==> src/rtl/pc_seq_pkg.sv <==
// Shared types and constants for the program-counter sequencer.
package pc_seq_pkg;

    localparam int PC_W = 16;
    localparam logic [PC_W-1:0] DEFAULT_RESET_VEC = 16'h0000;

    typedef enum logic [1:0] {
        BOOT  = 2'd0,
        FETCH = 2'd1,
        WAIT  = 2'd2,
        HALT  = 2'd3
    } pc_state_t;

endpackage

==> src/rtl/pc_sequencer_if.sv <==
// Fetch handshake plus the retire-time control bundle from decode.
// master = sequencer side, slave = instruction memory / decode side.
interface pc_sequencer_if;
    import pc_seq_pkg::*;

    logic            imem_req;
    logic [PC_W-1:0] imem_addr;
    logic            imem_ready;
    logic            jbp_enable;
    logic [PC_W-1:0] jb_target;
    logic            call;
    logic            ret;
    logic            halt_req;

    modport master (
        output imem_req, imem_addr,
        input  imem_ready, jbp_enable, jb_target, call, ret, halt_req
    );

    modport slave (
        input  imem_req, imem_addr,
        output imem_ready, jbp_enable, jb_target, call, ret, halt_req
    );
endinterface

==> src/rtl/pc_ras.sv <==
// Circular return-address stack; push onto full overwrites the oldest entry.
// Latency: top is combinational from storage, updates one cycle after push/pop.
// Backpressure: none; pop on empty is ignored, push+pop in one cycle is pop only.
module pc_ras #(
    parameter int DEPTH = 4,
    parameter int W     = 16
) (
    input  logic         clk,
    input  logic         rst,
    input  logic         push,
    input  logic         pop,
    input  logic [W-1:0] push_dat,
    output logic [W-1:0] top,
    output logic         empty,
    output logic         full
);
    localparam int PTR_W = $clog2(DEPTH);
    localparam int CNT_W = $clog2(DEPTH + 1);
    localparam logic [PTR_W-1:0] LAST = PTR_W'(DEPTH - 1);
    localparam logic [CNT_W-1:0] MAX  = CNT_W'(DEPTH);

    logic [W-1:0]     mem [DEPTH];
    logic [PTR_W-1:0] wr_ptr;
    logic [PTR_W-1:0] ptr_inc;
    logic [PTR_W-1:0] ptr_dec;
    logic [CNT_W-1:0] count;
    logic             do_pop;
    logic             do_push;

    // wr_ptr is the next free slot; once full it also marks the oldest entry
    assign ptr_inc = (wr_ptr == LAST)  ? '0   : wr_ptr + 1'b1;
    assign ptr_dec = (wr_ptr == '0)    ? LAST : wr_ptr - 1'b1;
    assign top     = mem[ptr_dec];
    assign empty   = (count == '0);
    assign full    = (count == MAX);
    assign do_pop  = pop && !empty;
    assign do_push = push && !pop;

    always_ff @(posedge clk or posedge rst) begin
        if (rst) begin
            wr_ptr <= '0;
            count  <= '0;
        end else if (do_pop) begin
            wr_ptr <= ptr_dec;
            count  <= count - 1'b1;
        end else if (do_push) begin
            wr_ptr <= ptr_inc;
            if (!full) begin
                count <= count + 1'b1;
            end
        end
    end

    always_ff @(posedge clk) begin
        if (do_push) begin
            mem[wr_ptr] <= push_dat;
        end
    end
endmodule

==> src/rtl/pc_sequencer.sv <==
// PC register, fetch FSM and next-PC mux (PC+2 / jump / RAS pop); RAS built only with PC_RAS_EN.
// Latency: new pc visible the cycle after the retiring edge; one instruction per cycle at full ready.
// Backpressure: imem_ready low parks in WAIT with imem_addr held; imem_req depends on state only.
module pc_sequencer
    import pc_seq_pkg::*;
#(
    parameter logic [PC_W-1:0] RESET_VEC = DEFAULT_RESET_VEC,
    parameter int              RAS_DEPTH = 4
) (
    input  logic                  clk,
    input  logic                  rst,
    pc_sequencer_if.master        bus,
    output logic [PC_W-1:0]       pc,
    output logic [PC_W-1:0]       pc_plus2,
    output logic [1:0]            state,
    output logic                  ras_underflow
);
    if (RAS_DEPTH < 2 || RAS_DEPTH > 8) begin : g_bad_depth
        $error("pc_sequencer: RAS_DEPTH must be in 2..8");
    end
    if (RESET_VEC[0] != 1'b0) begin : g_bad_vec
        $error("pc_sequencer: RESET_VEC must be 2-byte aligned");
    end

    pc_state_t       state_q;
    pc_state_t       state_d;
    logic [PC_W-1:0] pc_q;
    logic [PC_W-1:0] pc_d;
    logic            retire;
    logic            active;
    logic [PC_W-1:0] jump_pc;
    logic            pop_taken;
    logic [PC_W-1:0] pop_pc;
    logic            underflow_d;
    logic            underflow_q;

    assign active   = (state_q == FETCH) || (state_q == WAIT);
    assign retire   = active && bus.imem_ready;
    assign pc_plus2 = pc_q + 16'd2;
    assign jump_pc  = {bus.jb_target[PC_W-1:1], 1'b0};

`ifdef PC_RAS_EN
    logic ras_empty;
    logic ras_full;
    logic ras_push;
    logic ras_pop;
    logic unused_jb_lsb;

    assign unused_jb_lsb = bus.jb_target[0] ^ ras_full;

    // A retiring ret always suppresses the push, even if the stack turns out empty
    assign ras_pop     = retire && bus.ret;
    assign ras_push    = retire && bus.call && !bus.ret;
    assign pop_taken   = ras_pop && !ras_empty;
    assign underflow_d = ras_pop && ras_empty;

    pc_ras #(
        .DEPTH (RAS_DEPTH),
        .W     (PC_W)
    ) u_ras (
        .clk      (clk),
        .rst      (rst),
        .push     (ras_push),
        .pop      (ras_pop),
        .push_dat (pc_plus2),
        .top      (pop_pc),
        .empty    (ras_empty),
        .full     (ras_full)
    );
`else
    logic unused_ras_inputs;

    assign unused_ras_inputs = ^{bus.call, bus.ret, bus.jb_target[0]};
    assign pop_taken         = 1'b0;
    assign pop_pc            = '0;
    assign underflow_d       = 1'b0;
`endif

    always_comb begin
        state_d = state_q;
        pc_d    = pc_q;
        unique case (state_q)
            BOOT:  state_d = FETCH;
            FETCH,
            WAIT: begin
                if (!bus.imem_ready) begin
                    state_d = WAIT;
                end else if (bus.halt_req) begin
                    state_d = HALT;
                end else begin
                    state_d = FETCH;
                end
            end
            HALT:  state_d = HALT;
            default: state_d = BOOT;
        endcase

        if (retire) begin
            if (pop_taken) begin
                pc_d = pop_pc;
            end else if (bus.jbp_enable) begin
                pc_d = jump_pc;
            end else begin
                pc_d = pc_plus2;
            end
        end
    end

    always_ff @(posedge clk or posedge rst) begin
        if (rst) begin
            state_q     <= BOOT;
            pc_q        <= RESET_VEC;
            underflow_q <= 1'b0;
        end else begin
            state_q     <= state_d;
            pc_q        <= pc_d;
            underflow_q <= underflow_d;
        end
    end

    assign pc            = pc_q;
    assign state         = state_q;
    assign ras_underflow = underflow_q;
    assign bus.imem_req  = active;
    assign bus.imem_addr = pc_q;
endmodule

==> src/flat_wrapper.sv <==
// flat-port wrapper written by rule: the top's interface ports become plain ports
module pc_sequencer_flat import pc_seq_pkg::*;
#(
    parameter logic [PC_W-1:0] RESET_VEC = DEFAULT_RESET_VEC,
    parameter int              RAS_DEPTH = 4
)
  (clk, rst, pc, pc_plus2, state, ras_underflow, bus_imem_req, bus_imem_addr, bus_imem_ready, bus_jbp_enable, bus_jb_target, bus_call, bus_ret, bus_halt_req);
  pc_sequencer_if bus_i ();
  input  logic clk;
  input  logic rst;
  output logic [PC_W-1:0] pc;
  output logic [PC_W-1:0] pc_plus2;
  output logic [1:0] state;
  output logic ras_underflow;
  output wire logic [$bits(bus_i.imem_req)-1:0] bus_imem_req;
  output wire logic [$bits(bus_i.imem_addr)-1:0] bus_imem_addr;
  input wire logic [$bits(bus_i.imem_ready)-1:0] bus_imem_ready;
  input wire logic [$bits(bus_i.jbp_enable)-1:0] bus_jbp_enable;
  input wire logic [$bits(bus_i.jb_target)-1:0] bus_jb_target;
  input wire logic [$bits(bus_i.call)-1:0] bus_call;
  input wire logic [$bits(bus_i.ret)-1:0] bus_ret;
  input wire logic [$bits(bus_i.halt_req)-1:0] bus_halt_req;
  assign bus_imem_req = bus_i.imem_req;
  assign bus_imem_addr = bus_i.imem_addr;
  assign bus_i.imem_ready = bus_imem_ready;
  assign bus_i.jbp_enable = bus_jbp_enable;
  assign bus_i.jb_target = bus_jb_target;
  assign bus_i.call = bus_call;
  assign bus_i.ret = bus_ret;
  assign bus_i.halt_req = bus_halt_req;
  pc_sequencer #(.RESET_VEC(RESET_VEC), .RAS_DEPTH(RAS_DEPTH)) u_core (.clk(clk), .rst(rst), .bus(bus_i), .pc(pc), .pc_plus2(pc_plus2), .state(state), .ras_underflow(ras_underflow));
endmodule
==> config.mk <==
export PLATFORM = sky130hd
export DESIGN_NAME = pc_sequencer_flat
export DESIGN_NICKNAME = d
export VERILOG_FILES = /design/src/rtl/pc_seq_pkg.sv /design/src/rtl/pc_sequencer_if.sv /design/src/rtl/pc_ras.sv /design/src/rtl/pc_sequencer.sv /design/src/flat_wrapper.sv
export SDC_FILE = /design/constraint.sdc
export NUM_CORES = 1
export LEC_CHECK = 0
export CAP_MARGIN = 10
export CORE_MARGIN = 1.5
export CORE_UTILIZATION = 43
export CTS_BUF_LIST = sky130_fd_sc_hd__clkbuf_4 sky130_fd_sc_hd__clkbuf_8
export CTS_CLUSTER_DIAMETER = 120
export DETAILED_ROUTE_END_ITERATION = 7
export PLACE_DENSITY = 0.95
export SETUP_SLACK_MARGIN = 0.02
export SYNTH_ARGS = -nofsm -noshare
export SYNTH_HDL_FRONTEND = slang
export SYNTH_SLANG_ARGS = --single-unit
==> constraint.sdc <==
create_clock -name clk -period 2.7 [get_ports clk]
set_input_delay 0.405 -clock clk [delete_from_list [all_inputs] [get_ports clk]]
set_output_delay 0.405 -clock clk [all_outputs]
set_load 0.005 [all_outputs]
; ---- After elaboration in Yosys (flattened, before gate mapping)
; Cells that the tools add are included.
; W data, S select, Z words.
[word_totals]
regBits = 18
input_bits = 23
output_inout_bits = 52
word_cells = 14
[op_classes]
n_addsub = 1
eq_ne = 3
mux = 4
n_reduce_logical = 4
[op_table]
columns = cell, n
row1 = $add A16 B2 Y16 const B, 1
row2 = $mux W16, 1
row3 = $pmux W2 S3, 1
row4 = $eq A2 B2 Y1 const B, 2
row5 = $mux W2, 2
row6 = $eq A2 B1 Y1 const B, 1
row7 = $logic_not A2 Y1, 1
row8 = $reduce_or A2 Y1, 1
row9 = $logic_and A1 B1 Y1, 1
row10 = $logic_or A1 B1 Y1, 1

; ---- Longest topological paths before layout
[depth]
depth_word = 3
mapped_depth = 8
depth_no_buf = 6

; ---- Worst setup path after synthesis
; Ideal clock, no wire load.
[synth_path]
path_type = reg2out
startpoint = register u_core.pc_q[2] (netlist: u_core.bus.imem_addr[2])
endpoint = output port pc_plus2[11]
arrival_time_ns = 1.363
t_required_ns = 2.295
path_slack_ns = 0.932
stages_incl_launch_ff = 7
n_path_buf = 1
path_cell_list = dfrtp_1 > ha_1 > nand3_1 > or2_1 > clkbuf_1 > nor2_1 > xor2_1
[synth_via]
elab_chain_len = 1
[synth_rtl]
columns = item, line_no
row1 = start: declaration, pc_sequencer.sv:27  ; logic [PC_W-1:0] pc_q;
row2 = start signal: assignment, pc_sequencer.sv:116  ; pc_q <= pc_d;
row3 = $add A16 B2 Y16, pc_sequencer.sv:39  ; assign pc_plus2 = pc_q + 16'd2;
row4 = end: declaration, flat_wrapper.sv:12  ; output logic [PC_W-1:0] pc_plus2;
; No other way between the ends.

; ---- Final worst setup path
; Same ends and word-level chain as after synthesis.

==> summary.txt <==
core area = 0.00303 mm^2
Post-Synthesis Cells = 157
number of vias per cell = 5.07
Sequential Power Share = 28.0%
CP endpoint kind = output pin
net switching power = 769 uW
routed len/inst = 12.4 um
Clk network pwr share = 7.3%
Int Pwr = 1.30 mW
I/O Buffers = 67
Max Slew Vio Count = 0
reg2reg end = u_core.bus.imem_addr[10]
setup ws final = 0.169 ns
Routed WL = 3150 um
dpl cells = 248
area grow syn2layout = 44.2%
launch point of the worst reg-to-reg path = u_core.state[0]
CTS buffer count = 3
Setup WS pre-CTS = 0.384 ns
die footprint = 0.00350 mm^2
RePlAce Congestion = 0.797
Diodes inserted = 0
Setup Skew = 0.00316 ns
Die Ht = 59.2 um
r2r setup slk = 0.98 ns
H-tree depth = 1
Min-Delay Path Class = in -> async
via count = 1287
GRT Overall Usage = 20.0%
Setup crit start kind = register
first-pass GRT wire length = 5460 um
Distinct cells, synth = 42
initial antenna violation count = 0
minimum clock period = 2.53 ns
Clock Path Buffers = 2
dpl cell area = 0.00190 mm^2
flops & latches, synth = 17
Initial Util = 44.8%
setup TNS = 0 ns
crit path max fanout = 6
worst r2r path cells = 7
HPWL Detailed = 2370 um
status = completed
Rows = 20
clock slew at reported path FFs = 0.10 ns
worst slew pin tran = 0.651 ns
highest-count cells in the layout ignoring fill and taps = 67 x clkdlybuf4s50_1, 16 x nand2_1, 14 x dfrtp_1
Worst IR Drop VDD = 0.536 mV
vias in the first global route = 1231
DR pass1 iterations = 4
Antenna Nets Post-Route = 0
sw frac = 37.2%
synthesized area = 0.00136 mm^2
RSZ-0062 raised after global routing = false
gr ovfl total = 0
sequential area share after synthesis = 31.4%
largest net degree at the start of global routing = 19
pwr/cell area = 1060 mW/mm^2
# hold bufs at CTS = 0
DRC Markers = 0
TritonCTS clock tree = built
Root Driver = clkbuf_4
commonest non-fill, non-tap cell in the layout = clkdlybuf4s50_1
slew margin rel. = 56.5%
Critical Path RT = 2.30 ns
final instance area = 0.00196 mm^2
crit share post-route = 93.7%
Max Cap Viol = 0
Iteration-0 DRC Markers = 10
CP arrival = 2.13 ns
fmax = 395 MHz
nets = 237
non-filler cells, final = 254
Ys Warns = 0
Die W = 59.2 um
Pleak = 0.816 nW
io pins = 75
ratio of cells with drive above 1 in the final layout = 10.0%
Syn Area/Cell = 8.64 um^2
clk_lat worst skew = 0.30 ns
critical path class = reg -> out
Gate power share = 64.7%
Setup violations, final = 0
clock tree sinks = 17
Fin. Hold Viols = 0
==> how the worst max path moves through the flow <==
stage / start / to / slack, ns / cells after the start
after detailed placement: u_core.bus.imem_addr[2] / pc_plus2[11] / 0.38 / 6
after floorplan: u_core.bus.imem_addr[2] / pc_plus2[11] / 0.93 / 6
after CTS: u_core.bus.imem_addr[2] / pc_plus2[11] / 0.04 / 6
final: u_core.bus.imem_addr[2] / pc_plus2[11] / 0.17 / 6
after global placement: u_core.bus.imem_addr[2] / pc_plus2[11] / 0.41 / 6
after global routing: u_core.bus.imem_addr[1] / pc_plus2[15] / 0.03 / 6
==> metal layers <==
| layer | wire, um | GRT usage (%) | part of all wire (%) |
|---|---|---|---|
| met5 | 0 | 0 | 0 |
| met4 | 27 | 4.87 | 0.86 |
| met3 | 195 | 3.71 | 6.2 |
| met2 | 1580 | 36.8 | 50 |
| met1 | 1350 | 23.7 | 43 |
==> power by group through the flow <==
stage	Sequential (mW)	Combinational (mW)	Clock, mW
after floorplan	0.553	0.713	0
after global placement	0.575	1.29	0
after detailed placement	0.589	1.31	0
after CTS	0.585	1.32	0.154
after global routing	0.613	1.47	0.163
final	0.579	1.34	0.151
==> metrics by stage <==
stage                     power, mW  utilization [%]  hold slack, ns
after floorplan                1.27                -           0.331
after global placement         1.86             62.9           0.550
after detailed placement       1.90             62.9           0.564
after CTS                      2.06             63.9           0.520
after global routing           2.24             64.6           0.557
final                          2.07             64.6           0.493
==> cells by family after synthesis <==
group / count (synthesis) / synth area share, %
other: 1 / 0.276
AND/OR/NAND/NOR: 59 / 23.9
buffers and inverters: 34 / 18.1
XOR/XNOR: 13 / 8.39
multiplexers: 2 / 1.48
AO/OA/AOI/OAI: 28 / 13.7
flip-flops: 17 / 31.4
adder cells (fa/ha/maj): 3 / 2.77
==> worst max-delay path, cell delays in order (launching register included) <==
cell and delay [ns]:
dfrtp_1 0.39, ha_1 0.23, nand3_1 0.14, or2_4 0.30, nor2_1 0.12, xor2_1 0.15
clkdlybuf4s50_1 0.51
==> Yosys cell counts <==
master | count | area [um^2]
inv_1 | 6 | 22.5
dfrtp_1 | 17 | 425
nand2_1 | 16 | 60.1
nand3_4 | 1 | 17.5
o21a_1 | 1 | 7.51
o22a_1 | 1 | 8.76
clkbuf_2 | 1 | 5.00
xnor2_1 | 7 | 61.3
clkbuf_8 | 3 | 41.3
conb_1 | 1 | 3.75
xor2_1 | 6 | 52.6
o311ai_0 | 4 | 35.0
and4_4 | 1 | 11.3
or4_1 | 1 | 7.51
buf_6 | 2 | 22.5
a22oi_1 | 1 | 7.51
o211ai_1 | 3 | 22.5
nand2b_1 | 1 | 6.26
and4_2 | 1 | 10.0
o22ai_1 | 2 | 12.5
and2_1 | 1 | 6.26
or3_1 | 1 | 6.26
nand4b_1 | 1 | 8.76
a31o_2 | 2 | 17.5
nor3_1 | 1 | 5.00
mux2i_1 | 2 | 20.0
a2bb2oi_1 | 1 | 8.76
or2_1 | 1 | 6.26
nand4_1 | 4 | 25.0
nand3_1 | 13 | 65.1
and3_2 | 1 | 7.51
a21oi_1 | 8 | 40.0
o21ai_0 | 4 | 20.0
or3_4 | 1 | 11.3
clkbuf_1 | 2 | 7.51
and3_1 | 5 | 31.3
clkinv_1 | 1 | 3.75
a31oi_1 | 1 | 6.26
nor2_1 | 7 | 26.3
nor4_1 | 2 | 12.5
ha_1 | 3 | 37.5
buf_4 | 19 | 143
==> sequential cells by signal, indices dropped and copies added, names as in the netlist <==
name                  flops
u_core.bus.imem_addr     15
u_core.state              2
==> timing repair <==
action / in CTS / in global routing
buffers inserted: 0 / 2
setup endpoints to repair: 0 / 2
resized for setup: 0 / 4
==> layout make-up <==
cell class	count	area [um^2]
multi-input combinational	109	699
clock buffer	4	30.0
sequential	17	429
inverter	7	26.3
timing repair buffer	73	716
fill	264	1070
tap	44	55.1
Note: power is estimated with default switching activity, not from simulation.
